## config.mk

```make
export PLATFORM = sky130hd
export DESIGN_NAME = imc_in_collector
export DESIGN_NICKNAME = d
export VERILOG_FILES = /design/src/rtl/imc_in_collector.sv
export SDC_FILE = /design/constraint.sdc
export NUM_CORES = 1
export LEC_CHECK = 0
export CORE_MARGIN = 2
export CORE_UTILIZATION = 48
export CTS_CLUSTER_DIAMETER = 50
export DETAILED_ROUTE_END_ITERATION = 8
export GPL_TIMING_DRIVEN = 0
export PLACE_DENSITY = 0.93
export RECOVER_POWER = 100
export SYNTH_ARGS = -nofsm -noshare
export SYNTH_HDL_FRONTEND = slang
export SYNTH_SLANG_ARGS = --single-unit
```

## constraint.sdc

```tcl
create_clock -name clk_i -period 4.9 [get_ports clk_i]
set_clock_uncertainty 0.05 [all_clocks]
set_input_delay 0.98 -clock clk_i [delete_from_list [all_inputs] [get_ports clk_i]]
set_output_delay 0.98 -clock clk_i [all_outputs]
set_load 0.1 [all_outputs]
```

## src/rtl/imc_in_collector.sv

```systemverilog
// imc_in_collector: gathers NUM_WORDS words of DATA_W bits from a valid/ready
// stream into one vector. When the vector is full and the IMC reports ready,
// it issues a one-cycle start pulse.
//
// Optional build macro IMC_IN_STALL_CNT_EN: adds stall_cnt_o, a saturating
// count of cycles spent waiting for the IMC. Only rstn_i clears it.
//
// state    | meaning
// ---------+-----------------------------------------------------------
// IDLE     | no partial vector; the next accept is slot 0
// COLLECT  | partial vector held; accepting further words
// WAIT_IMC | vector complete; upstream stalled until imc_ready_i
// START    | start pulse to the IMC; returns to IDLE next cycle

module imc_in_collector #(
    parameter int  DATA_W    = 8,
    parameter int  NUM_WORDS = 4,
    localparam int CNT_W     = $clog2(NUM_WORDS + 1)
) (
    input  logic                        clk_i,
    input  logic                        rstn_i,
    input  logic                        clear_i,
    input  logic [DATA_W-1:0]           data_i,
    input  logic                        data_valid_i,
    output logic                        data_ready_o,
    input  logic                        imc_ready_i,
    output logic                        imc_start_o,
    output logic [NUM_WORDS*DATA_W-1:0] imc_data_o,
    output logic [CNT_W-1:0]            word_cnt_o,
    output logic                        busy_o
`ifdef IMC_IN_STALL_CNT_EN
    ,
    output logic [15:0]                 stall_cnt_o
`endif
);

    typedef enum logic [1:0] {
        IDLE     = 2'd0,
        COLLECT  = 2'd1,
        WAIT_IMC = 2'd2,
        START    = 2'd3
    } state_t;

    state_t                      state_q, state_d;
    logic [CNT_W-1:0]            cnt_q, cnt_d;
    logic [NUM_WORDS*DATA_W-1:0] data_q;
    logic                        accept;
    logic                        last_word;

    assign data_ready_o = (state_q == IDLE) || (state_q == COLLECT);
    // clear_i blocks the accept so that an aborted cycle never writes a slot.
    assign accept       = data_valid_i && data_ready_o && !clear_i;
    // In IDLE the count is 0, so NUM_WORDS == 1 completes on the first accept.
    assign last_word    = (cnt_q == CNT_W'(NUM_WORDS - 1));

    assign imc_start_o  = (state_q == START);
    assign busy_o       = (state_q != IDLE);
    assign imc_data_o   = data_q;
    assign word_cnt_o   = cnt_q;

    // State and word-count registers.
    always_ff @(posedge clk_i or negedge rstn_i) begin
        if (!rstn_i) begin
            state_q <= IDLE;
            cnt_q   <= '0;
        end else begin
            state_q <= state_d;
            cnt_q   <= cnt_d;
        end
    end

    // Next-state and next-count decode; clear_i overrides everything.
    always_comb begin
        state_d = state_q;
        cnt_d   = cnt_q;
        case (state_q)
            IDLE, COLLECT: begin
                if (accept) begin
                    cnt_d = cnt_q + CNT_W'(1);
                    if (last_word) begin
                        state_d = imc_ready_i ? START : WAIT_IMC;
                    end else begin
                        state_d = COLLECT;
                    end
                end
            end
            WAIT_IMC: begin
                if (imc_ready_i) begin
                    state_d = START;
                end
            end
            START: begin
                state_d = IDLE;
                cnt_d   = '0;
            end
            default: begin
                state_d = IDLE;
                cnt_d   = '0;
            end
        endcase
        if (clear_i) begin
            state_d = IDLE;
            cnt_d   = '0;
        end
    end

    // Vector register: an accepted word lands in the slot given by the count.
    always_ff @(posedge clk_i or negedge rstn_i) begin
        if (!rstn_i) begin
            data_q <= '0;
        end else begin
            for (int i = 0; i < NUM_WORDS; i++) begin
                if (accept && (cnt_q == CNT_W'(i))) begin
                    data_q[i*DATA_W +: DATA_W] <= data_i;
                end
            end
        end
    end

`ifdef IMC_IN_STALL_CNT_EN
    logic [15:0] stall_q;

    assign stall_cnt_o = stall_q;

    // Saturating count of WAIT_IMC cycles; an abort does not clear it.
    always_ff @(posedge clk_i or negedge rstn_i) begin
        if (!rstn_i) begin
            stall_q <= '0;
        end else if ((state_q == WAIT_IMC) && (stall_q != 16'hFFFF)) begin
            stall_q <= stall_q + 16'd1;
        end
    end
`endif

endmodule

```

---- Word level (Yosys, flattened, before mapping) ----
Index checks and enable logic that the tools add are counted.
word-level totals
  bits in registers ....................... 37
  output and inout bits ................... 38
  bits of input ports ..................... 13
cells by class
  equal/unequal tests ..................... 8
  muxes and demuxes ....................... 9
  add/sub/neg operators ................... 1
  reductions and logical operators ........ 15
operator list
  cell                 count
  $mux 2               4
  $eq 3x2->1 const B   2
  $logic_and 1x1->1    6
  $mux 3               2
  $ne 3x3->1 const B   2
  $pmux 2 s3           1
  $pmux 3 s2           1
  $eq 2x2->1 const B   2
  $reduce_and 2->1     2
  $add 3x1->3 const B  1
  $eq 3x1->1 const B   1
  $logic_not 3->1      1
  $reduce_bool 3->1    1
  $eq 2x1->1 const B   1
  $logic_not 2->1      1
  $reduce_bool 2->1    1
  $reduce_or 2->1      1
  $logic_not 1->1      1
  $logic_or 1x1->1     1
  $mux 1               1

---- Logic depth before layout (Yosys ltp) ----
Gate-level depths: netlist of the first run.
  word-level depth ........................ 7
  mapped depth ............................ 5

---- Worst setup path before layout of the first run ----
OpenSTA, ideal clock, no wires.
  kind .................................... flip-flop to flip-flop
  start ................................... reg cnt_q[0], in the netlist word_cnt_o[0]
  end ..................................... reg data_q[24], in the netlist imc_data_o[24]
  arrival ................................. 2.209 ns
  setup slack ............................. 2.516 ns
  clock period less this slack ............ 2.384 ns
  library setup time ...................... 0.125 ns
  stages on the path, launching flop included .. 6
  path buffers ............................ 1
  path through ............................ dfrtp_1 > ha_1 > ha_1 > nor4bb_1 > buf_2 > mux2_2
between the ends
  cells in the longest elaborated chain, start to end .. 2
RTL lines
  element                        RTL line  source
  start, declared                45        logic [CNT_W-1:0] cnt_q, cnt_d;
  start signal, assigned         68        cnt_q <= cnt_d;
  $eq 3x2->1                     113       if (accept && (cnt_q == CNT_W'(i))) begin
  $logic_and 1x1->1              113
  end signal, assigned by index  114       data_q[i*DATA_W +: DATA_W] <= data_i;
  end, declared                  46        logic [NUM_WORDS*DATA_W-1:0] data_q;
Every way passes these cells.
A chain may end at the register's enable or synchronous reset.

---- Worst setup path in the final report of the first run ----
  start ................................... reg state_q[1]
  end ..................................... out data_ready_o
between the ends
  cells in the longest elaborated chain, start to end .. 2
  elaborated cells between the ends (all ways) .. 3
  those cells by class .................... eq/ne (1); reduce/logical (2)
RTL lines
  element                                               RTL line  source
  start, declared                                       44        state_t state_q, state_d;
  start signal, assigned                                67        state_q <= state_d;
  $eq 2x1->1 / $logic_not 2->1 (equally long branches)  50        assign data_ready_o = (state_q == IDLE) || (state_q == COLLECT);
  $logic_or 1x1->1 (*)                                  50
  end, declared                                         25        output logic data_ready_o,
Mark *: on every way between the ends. The rest lies on a longest branch, timed or not.

==> results of run 1 <==
## cells by family after synthesis
kind of cell	after synthesis	synth area share (%)
flops	37	59.7
buf+inv	7	2.02
xor+xnor	1	0.565
mux	33	24.0
simple gates	18	7.58
compound gates	6	2.18
fa+ha+maj	5	4.03
## sequential cells by signal, summed over array words and instances, names as in the netlist
name        count
imc_data_o     32
state_q         2
word_cnt_o      3
## worst max-delay path by stage
stage                                end  slack, ps  depth (start not counted)
after global placement    imc_data_o[22]       2090                          1
final                       data_ready_o       1700                          2
after CTS                   data_ready_o       1710                          2
after detailed placement    data_ready_o       2090                          2
after global routing        data_ready_o       1580                          2
after floorplan           imc_data_o[24]       2520                          5
## layer usage
layer | global-route usage, % | vias up
met2 | 31.3 | 46
met3 | 4.48 | 2
li1 | - | 488
met1 | 22.7 | 496
met5 | 0 | -
met4 | 7.45 | 0
## worst max-delay path, stage by stage, from the launching register on
cell and delay (ps):
dfrtp_1 450, inv_1 170, dlygate4sd3_1 1220
## stage by stage
| step | std cells | cell area (um^2) | hold WS, ps |
|---|---|---|---|
| floorplan | 107 | 1550 | 512 |
| CTS | 208 | 2200 | 470 |
| global placement | 200 | 2100 | 426 |
| finish | 208 | 2170 | 459 |
| global route | 208 | 2170 | 479 |
| detailed placement | 200 | 2090 | 444 |
## cell usage after synthesis
cell      count
mux2_1        1
mux2_2       32
nor3_1        1
nand3b_1      1
or2_2         1
ha_1          5
nand2_1       2
nor2b_1       2
inv_1         5
xor2_1        1
o21ai_0       2
a31oi_1       1
a22oi_1       1
nand2_2       3
nor4bb_1      1
and2_1        1
buf_4         1
nand3_1       1
dfrtp_1      37
nor2_1        4
buf_2         1
a21oi_1       2
nor4b_4       1
## layout make-up
| cell class | instances | area [um^2] |
|---|---|---|
| Timing Repair Buffer | 49 | 484 |
| Fill cell | 224 | 880 |
| Clock buffer | 5 | 37.5 |
| Sequential cell | 37 | 926 |
| Multi-Input combinational cell | 63 | 572 |
| Clock inverter | 3 | 68.8 |
| Tap cell | 44 | 55.1 |
| Inverter | 5 | 18.8 |
| Buffer | 2 | 11.3 |
==> run_results.csv, run 1 <==
group,metric,value,unit
outcome,status,"complete, but fails checks",
outcome,violations,"capacitance limit, slew limit",
placed_design,routabilityCongestion,0.851,
global_routing,grt_remaining_overflow,0,
route,route.met3.wl,200,um
finish,drive_gt1_share,25.6,%
worst_hold_path,hold_end,"imc_data_o[22]",
sta,final.setup.tns,0,ps
floorplanning,fp.dieH,60.9,um
finish,synthToLayoutAreaGrowth,40.1,%
synth,synth.distinct_cells,23,
cts,clk_path_buf_depth,2,
setup_path,cp.required,3870,ps
sta,rsz0062_at_grt,"false",
setup_path,crit_path_start,"state_q[1]",
cts,clock_latency,320,ps
route,drt_drc_violations_left,0,
route,ant_nets,0,
synth,seq_area_frac_synth,59.7,%
sta,fin_crit_sh,65.3,%
route,dr.pass1.iters,4,
sta,finalSetupViolations,0,
setup_path,critPathArrivalTime,2170,ps
worst_hold_path,hold_start,"imc_data_o[22]",
synth,netlist_instances,107,
sta,fmax,312,MHz
finish,final_common_cell,"dlygate4sd3_1",
setup_path,crit_type,"register to output port",
placed_design,io_buffer_count,49,
finish,utilization,71.2,%
worst_hold_path,min_path_type,"register to register",
setup_path,path_max_fanout,7,
cts,post_cts_resized,0,
cts,numCtsBuffers,5,
synth,syn_area,1550,um^2
sta,finalHoldViolations,0,
placed_design,pre_cts_slack,2090,ps
floorplanning,die_x,60.9,um
synth,yosys_warnings,0,
setup_path,reg2reg_slack,2750,ps
setup_path,worst-r2r-cell-count,5,
route,top_layer_used,"met4",
setup_path,cp-start-kind,"register",
synth,synth-seq-cells,37,
global_routing,track_usage,18.5,%
run,max_cap_viol_count,1,
synth,syn_avg_cell_area,14.5,um^2
route,drt-wirelength-per-cell,14.7,um
route,vias,1032,
global_routing,grt_max_degree,38,
cts,cts-root-buf,"clkbuf_4",
global_routing,antenna_found_initial,0,
sta,relSlewSlack,-26.7,%
route,met1_length,1240,um
route,wirelength,3060,um
cts,cts_setup_buffers,0,
setup_path,endpoint_kind,"output port",
synth,synth_top_area_cell,"dfrtp_1",
synth,synthTopCellsByArea,"dfrtp_1 (60%), mux2_2 (23%), ha_1 (4.0%)",
cts,hold_buffers,0,
setup_path,r2r-end,"imc_data_o[29]",
cts,cts.sinks,37,
sta,finalWorstSetupSlack,1700,ps
floorplanning,core_area,3050,um^2
floorplanning,initial_core_util,50.8,%
sta,slew_violations,38,
floorplanning,num_rows,20,
finish,final_cell_mix,"dlygate4sd3_1 (39), dfrtp_1 (37), mux2_2 (32)",
synth,synth_nets,125,
finish,final_nets,181,
synth,synth_top_area_share,59.7,%
global_routing,grt_pass1_vias,1039,
cts,cts_max_level,2,
global_routing,grt_pass1_wl,4890,um
cts,tritoncts,"built",
cts,clk_transition_reported_paths,110,ps
route,drt_iter0_drc,34,
finish,n_antenna_cell,0,
floorplanning,num_io_pins,51,
sta,tightest_slew,1900,ps
sta,fin_crit,3200,ps
route,wl_met2,1590,um
worst_hold_path,min_path_cells,1,
floorplanning,die_area,3700,um^2
setup_path,r2r-start,"word_cnt_o[0]",
route,viasPerCell,4.96,
Power of run 1 is left out: the tool's default activity adds up to more than one toggle a clock period on the data nets, which glitch-free logic cannot reach.
==> run 2: changes to the inputs <==
Settings changed: CORE_UTILIZATION 48 to 40, PLACE_DENSITY 0.93 to 0.84.
Clock period 4.9 ns to 2.66 ns, I/O delays scaled along.
==> run 2 against run 1 <==
The flow still finishes with violations (capacitance limit, slew limit). Non-clock buffer count stayed put. Critical path depth is 1 lower. Cell count is 1.4% higher. Highest routed layer unchanged.
==> run_results.csv, run 2 (same netlist as run 1, synthesis figures left out) <==
group,metric,value,unit
outcome,status,"complete, but fails checks",
outcome,violations,"capacitance limit, slew limit",
floorplanning,initial_core_util,42.1,%
setup_path,crit_type,"register to output port",
cts,cts_max_level,2,
cts,cts.sinks,37,
global_routing,grt_pass1_wl,5020,um
setup_path,cp_top_family,"buffers and inverters",
floorplanning,core_area,3690,um^2
global_routing,grt_remaining_overflow,0,
setup_path,cp.required,2080,ps
finish,drive_gt1_share,25.2,%
route,drt_iter0_drc,34,
route,vias,1057,
cts,cts-root-buf,"clkbuf_8",
placed_design,io_buffer_count,49,
floorplanning,die_area,4390,um^2
global_routing,track_usage,15.7,%
global_routing,antenna_found_initial,0,
setup_path,cp-start-kind,"register",
sta,holdWs,442,ps
floorplanning,num_rows,22,
floorplanning,fp.dieH,66.3,um
cts,clock_latency,280,ps
run,max_cap_viol_count,1,
sta,fmax,393,MHz
finish,final_nets,181,
finish,final_cell_mix,"dfrtp_1 (37), dlygate4sd3_1 (36), mux2_2 (32)",
setup_path,worst-path-buf-inv,1,
placed_design,postPlaceCellArea,2100,um^2
setup_path,path_max_fanout,6,
finish,largest_reg_flops,32,
setup_path,cp_slowest_cell,"dlygate4sd3_1",
finish,final_common_cell,"dfrtp_1",
setup_path,critPathArrivalTime,1960,ps
route,drt-wirelength-per-cell,15.1,um
sta,slew_violations,38,
floorplanning,die_x,66.3,um
setup_path,endpoint_kind,"output port",
cts,numCtsBuffers,5,
floorplanning,num_io_pins,51,
finish,final_area,2140,um^2
cts,tritoncts,"built",
cts,clk_path_buf_depth,2,
finish,nFillCells,310,
route,dr.pass1.iters,4,
setup_path,crit_path_max_incr_delay,1230,ps
placed_design,pre_cts_slack,293,ps
setup_path,crit_chain,"dlygate4sd3_1",
sta,finalSetupViolations,0,
worst_hold_path,min_path_type,"register to register",
cts,hold_buffers,0,
sta,final.setup.tns,0,ps
global_routing,grt_pass1_vias,1099,
sta,fin_crit,2550,ps
global_routing,grt_max_degree,38,
finish,synthToLayoutAreaGrowth,38.1,%
sta,finalWorstSetupSlack,114,ps
sta,relSlewSlack,-28.5,%
route,drt_drc_violations_left,0,
cts,clk_transition_reported_paths,70,ps
placed_design,routabilityCongestion,0.731,
sta,rsz0062_at_grt,"false",
sta,tightest_slew,1930,ps
finish,n_antenna_cell,0,
route,viasPerCell,5.01,
route,wirelength,3190,um
sta,fin_crit_sh,95.7,%
sta,finalHoldViolations,0,
route,ant_nets,0,
==> run 2: path summary, 6_finish.rpt <==
kind                                start             end  slack [ps]  cells past startpoint
max in group asynchronous          rstn_i   imc_data_o[1]         730                      1
hold / removal             imc_data_o[16]  imc_data_o[16]         440                      1
min in group asynchronous          rstn_i   word_cnt_o[0]         730                      1
hold reg to reg            imc_data_o[16]  imc_data_o[16]         440                      1
setup reg to reg            word_cnt_o[0]  imc_data_o[28]         550                      5
setup / recovery            word_cnt_o[0]   word_cnt_o[0]         110                      1
==> run 2: metal layers <==
layer	routed length, um	track usage, %
met5	0	0
met4	74	8.42
met3	250	4.43
met2	1590	27.5
met1	1280	17.0
==> run 2: repair_timing <==
| item | in CTS | in global routing |
|---|---|---|
| setup endpoints to repair | 2 | 1 |
| pin swaps | 0 | 0 |
| setup buffers | 0 | 0 |
| resized for setup | 2 | 1 |
==> run 2: final cells by class <==
| type | instances | area [um^2] | area share, % |
|---|---|---|---|
| sequential | 37 | 926 | 43.2 |
| multi-input combinational | 63 | 572 | 26.7 |
| timing repair buffer | 49 | 465 | 21.7 |
| clock buffer | 6 | 82.6 | 3.85 |
| tap | 48 | 60.1 | 2.80 |
| inverter | 5 | 18.8 | 0.876 |
| buffer | 2 | 11.3 | 0.525 |
| clock inverter | 1 | 7.51 | 0.350 |
==> run 2: stage by stage <==
step,std cells,utilization [%]
final,211,58.1
after global routing,211,58.1
after CTS,211,59.2
after detailed placement,204,56.9
after global placement,204,57.0
after floorplan,107,-
Power of run 2 is left out for the same reason.
==> run 3: changes to the inputs <==
--- a/config.mk
+++ b/config.mk
@@ -13,4 +13,5 @@
 export PLACE_DENSITY = 0.84
 export RECOVER_POWER = 100
+export SETUP_SLACK_MARGIN = 0.1
 export SYNTH_ARGS = -nofsm -noshare
 export SYNTH_HDL_FRONTEND = slang
--- a/constraint.sdc
+++ b/constraint.sdc
@@ -3,3 +3,3 @@
 set_input_delay 0.532 -clock clk_i [delete_from_list [all_inputs] [get_ports clk_i]]
 set_output_delay 0.532 -clock clk_i [all_outputs]
-set_load 0.1 [all_outputs]
+set_load 0.005 [all_outputs]
==> run 3 against run 2 <==
The run still ends with capacitance limit, slew limit left. Via count fell by 0.47%. Routed wire length fell by 0.13%. Hold slack barely moved. Register-to-register slack barely moved. Clock-buffer cell count stayed put. Sequential share of layout area down 0.67 points. Design area rose by 1.6%. Fmax up 14%. Critical path depth is 1 higher. Largest cell class unchanged.
==> run_results.csv, run 3 (same netlist as run 1, synthesis figures left out) <==
group,metric,value,unit
outcome,status,"complete, but fails checks",
outcome,violations,"capacitance limit, slew limit",
floorplanning,initial_core_util,42.1,%
setup_path,cp_slowest_cell,"dlygate4sd3_1",
setup_path,crit_path_max_incr_delay,580,ps
sta,tightest_slew,1910,ps
cts,cts.sinks,37,
route,drt-wirelength-per-cell,15.1,um
cts,numCtsBuffers,5,
floorplanning,die_x,66.3,um
cts,clk_transition_reported_paths,70,ps
route,drt_iter0_drc,31,
global_routing,track_usage,15.7,%
placed_design,place_inst,204,
worst_hold_path,min_path_cells,1,
floorplanning,num_rows,22,
route,drt_drc_violations_left,0,
route,ant_nets,0,
setup_path,endpoint_kind,"output port",
global_routing,antenna_found_initial,0,
floorplanning,die_area,4390,um^2
sta,finalSetupViolations,0,
setup_path,worst-path-buf-inv,1,
sta,holdWs,442,ps
cts,cts_max_level,2,
global_routing,grt_pass1_wl,5020,um
placed_design,postPlaceCellArea,2100,um^2
worst_hold_path,min_path_type,"register to register",
cts,clock_latency,280,ps
setup_path,cp.required,2080,ps
finish,finalNonFillerCells,211,
floorplanning,core_area,3690,um^2
global_routing,grt_max_degree,38,
setup_path,r2r-end,"imc_data_o[28]",
cts,post_cts_resized,0,
cts,clk_path_buf_depth,2,
sta,fin_crit,2240,ps
route,viasPerCell,4.99,
route,vias,1052,
finish,final_cell_mix,"dlygate4sd3_1 (39), dfrtp_1 (37), mux2_2 (32)",
finish,utilization,59.0,%
setup_path,cp-start-kind,"register",
setup_path,worst-r2r-cell-count,5,
power,power.density,773,nW/um^2
power,vdd_drop_max,0.394,mV
setup_path,reg2reg_slack,550,ps
worst_hold_path,hold_end,"imc_data_o[16]",
sta,fin_crit_sh,84.1,%
floorplanning,fp.dieH,66.3,um
cts,tritoncts,"built",
power,p_leak,1.01,nW
finish,final_nets,181,
cts,cts-root-buf,"clkbuf_8",
setup_path,path_max_fanout,7,
run,max_cap_viol_count,1,
floorplanning,num_io_pins,51,
setup_path,r2r-start,"word_cnt_o[0]",
global_routing,grt_pass1_vias,1098,
setup_path,crit_chain,"or2_2 > dlygate4sd3_1",
worst_hold_path,hold_start,"imc_data_o[16]",
sta,relSlewSlack,-27.2,%
sta,finalHoldViolations,0,
setup_path,crit_type,"register to output port",
finish,nFillCells,302,
sta,slew_violations,38,
placed_design,routabilityCongestion,0.731,
finish,final_common_cell,"dlygate4sd3_1",
finish,final_area,2180,um^2
finish,largest_reg_flops,32,
finish,synthToLayoutAreaGrowth,40.3,%
sta,final.setup.tns,0,ps
cts,hold_buffers,0,
sta,fmax,447,MHz
route,wirelength,3190,um
sta,rsz0062_at_grt,"false",
finish,n_antenna_cell,0,
route,dr.pass1.iters,2,
cts,cts_setup_buffers,0,
global_routing,grt_remaining_overflow,0,
finish,drive_gt1_share,25.8,%
setup_path,critPathArrivalTime,1660,ps
setup_path,cp_top_family,"buffers and inverters",
placed_design,io_buffer_count,49,
[run 3: worst max-delay path by stage]
stage                              from        endpoint  slack [ps]  cells past startpoint
final                        state_q[1]          busy_o         420                      2
after global routing             rstn_i      state_q[0]         310                      1
after CTS                    state_q[1]          busy_o         540                      2
after detailed placement        clear_i  imc_data_o[16]         400                      4
after global placement           rstn_i   imc_data_o[7]         290                      1
after floorplan           word_cnt_o[0]  imc_data_o[24]         950                      5
[run 3: metrics by stage]
| step | setup WS [ps] | total power [mW] |
|---|---|---|
| floorplan | 949 | 0.988 |
| global placement | 294 | 1.36 |
| detailed placement | 397 | 1.39 |
| CTS | 542 | 1.78 |
| global route | 310 | 1.79 |
| finish | 423 | 1.68 |
[run 3: layout make-up]
type	instances	area, um^2	share of cell area [%]
Sequential cell	37	926	42.5
Buffer	2	11.3	0.517
Tap cell	48	60.1	2.76
Clock inverter	1	7.51	0.345
Multi-Input combinational cell	63	587	27.0
Timing Repair Buffer	49	484	22.2
Inverter	5	18.8	0.862
Clock buffer	6	82.6	3.79
[run 3: report_power, final]
part	switching (mW)	internal, mW	leakage [nW]	total, mW
registers	0.0807	0.720	0.466	0.801
logic	0.155	0.338	0.504	0.493
clock network	0.184	0.204	0.0433	0.388
total	0.420	1.26	1.01	1.68
[run 3: routing by layer]
layer  routed length, um  track usage [%]  part of all wire [%]  vias up
met5                   0                0                     0        -
met4                  62             8.42                   1.9        0
met3                 230             4.43                   7.2        7
met2                1650             27.5                    52       39
met1                1240             16.9                    39      520
li1                    -                -                     -      486
(Power assumes the default switching activity.)
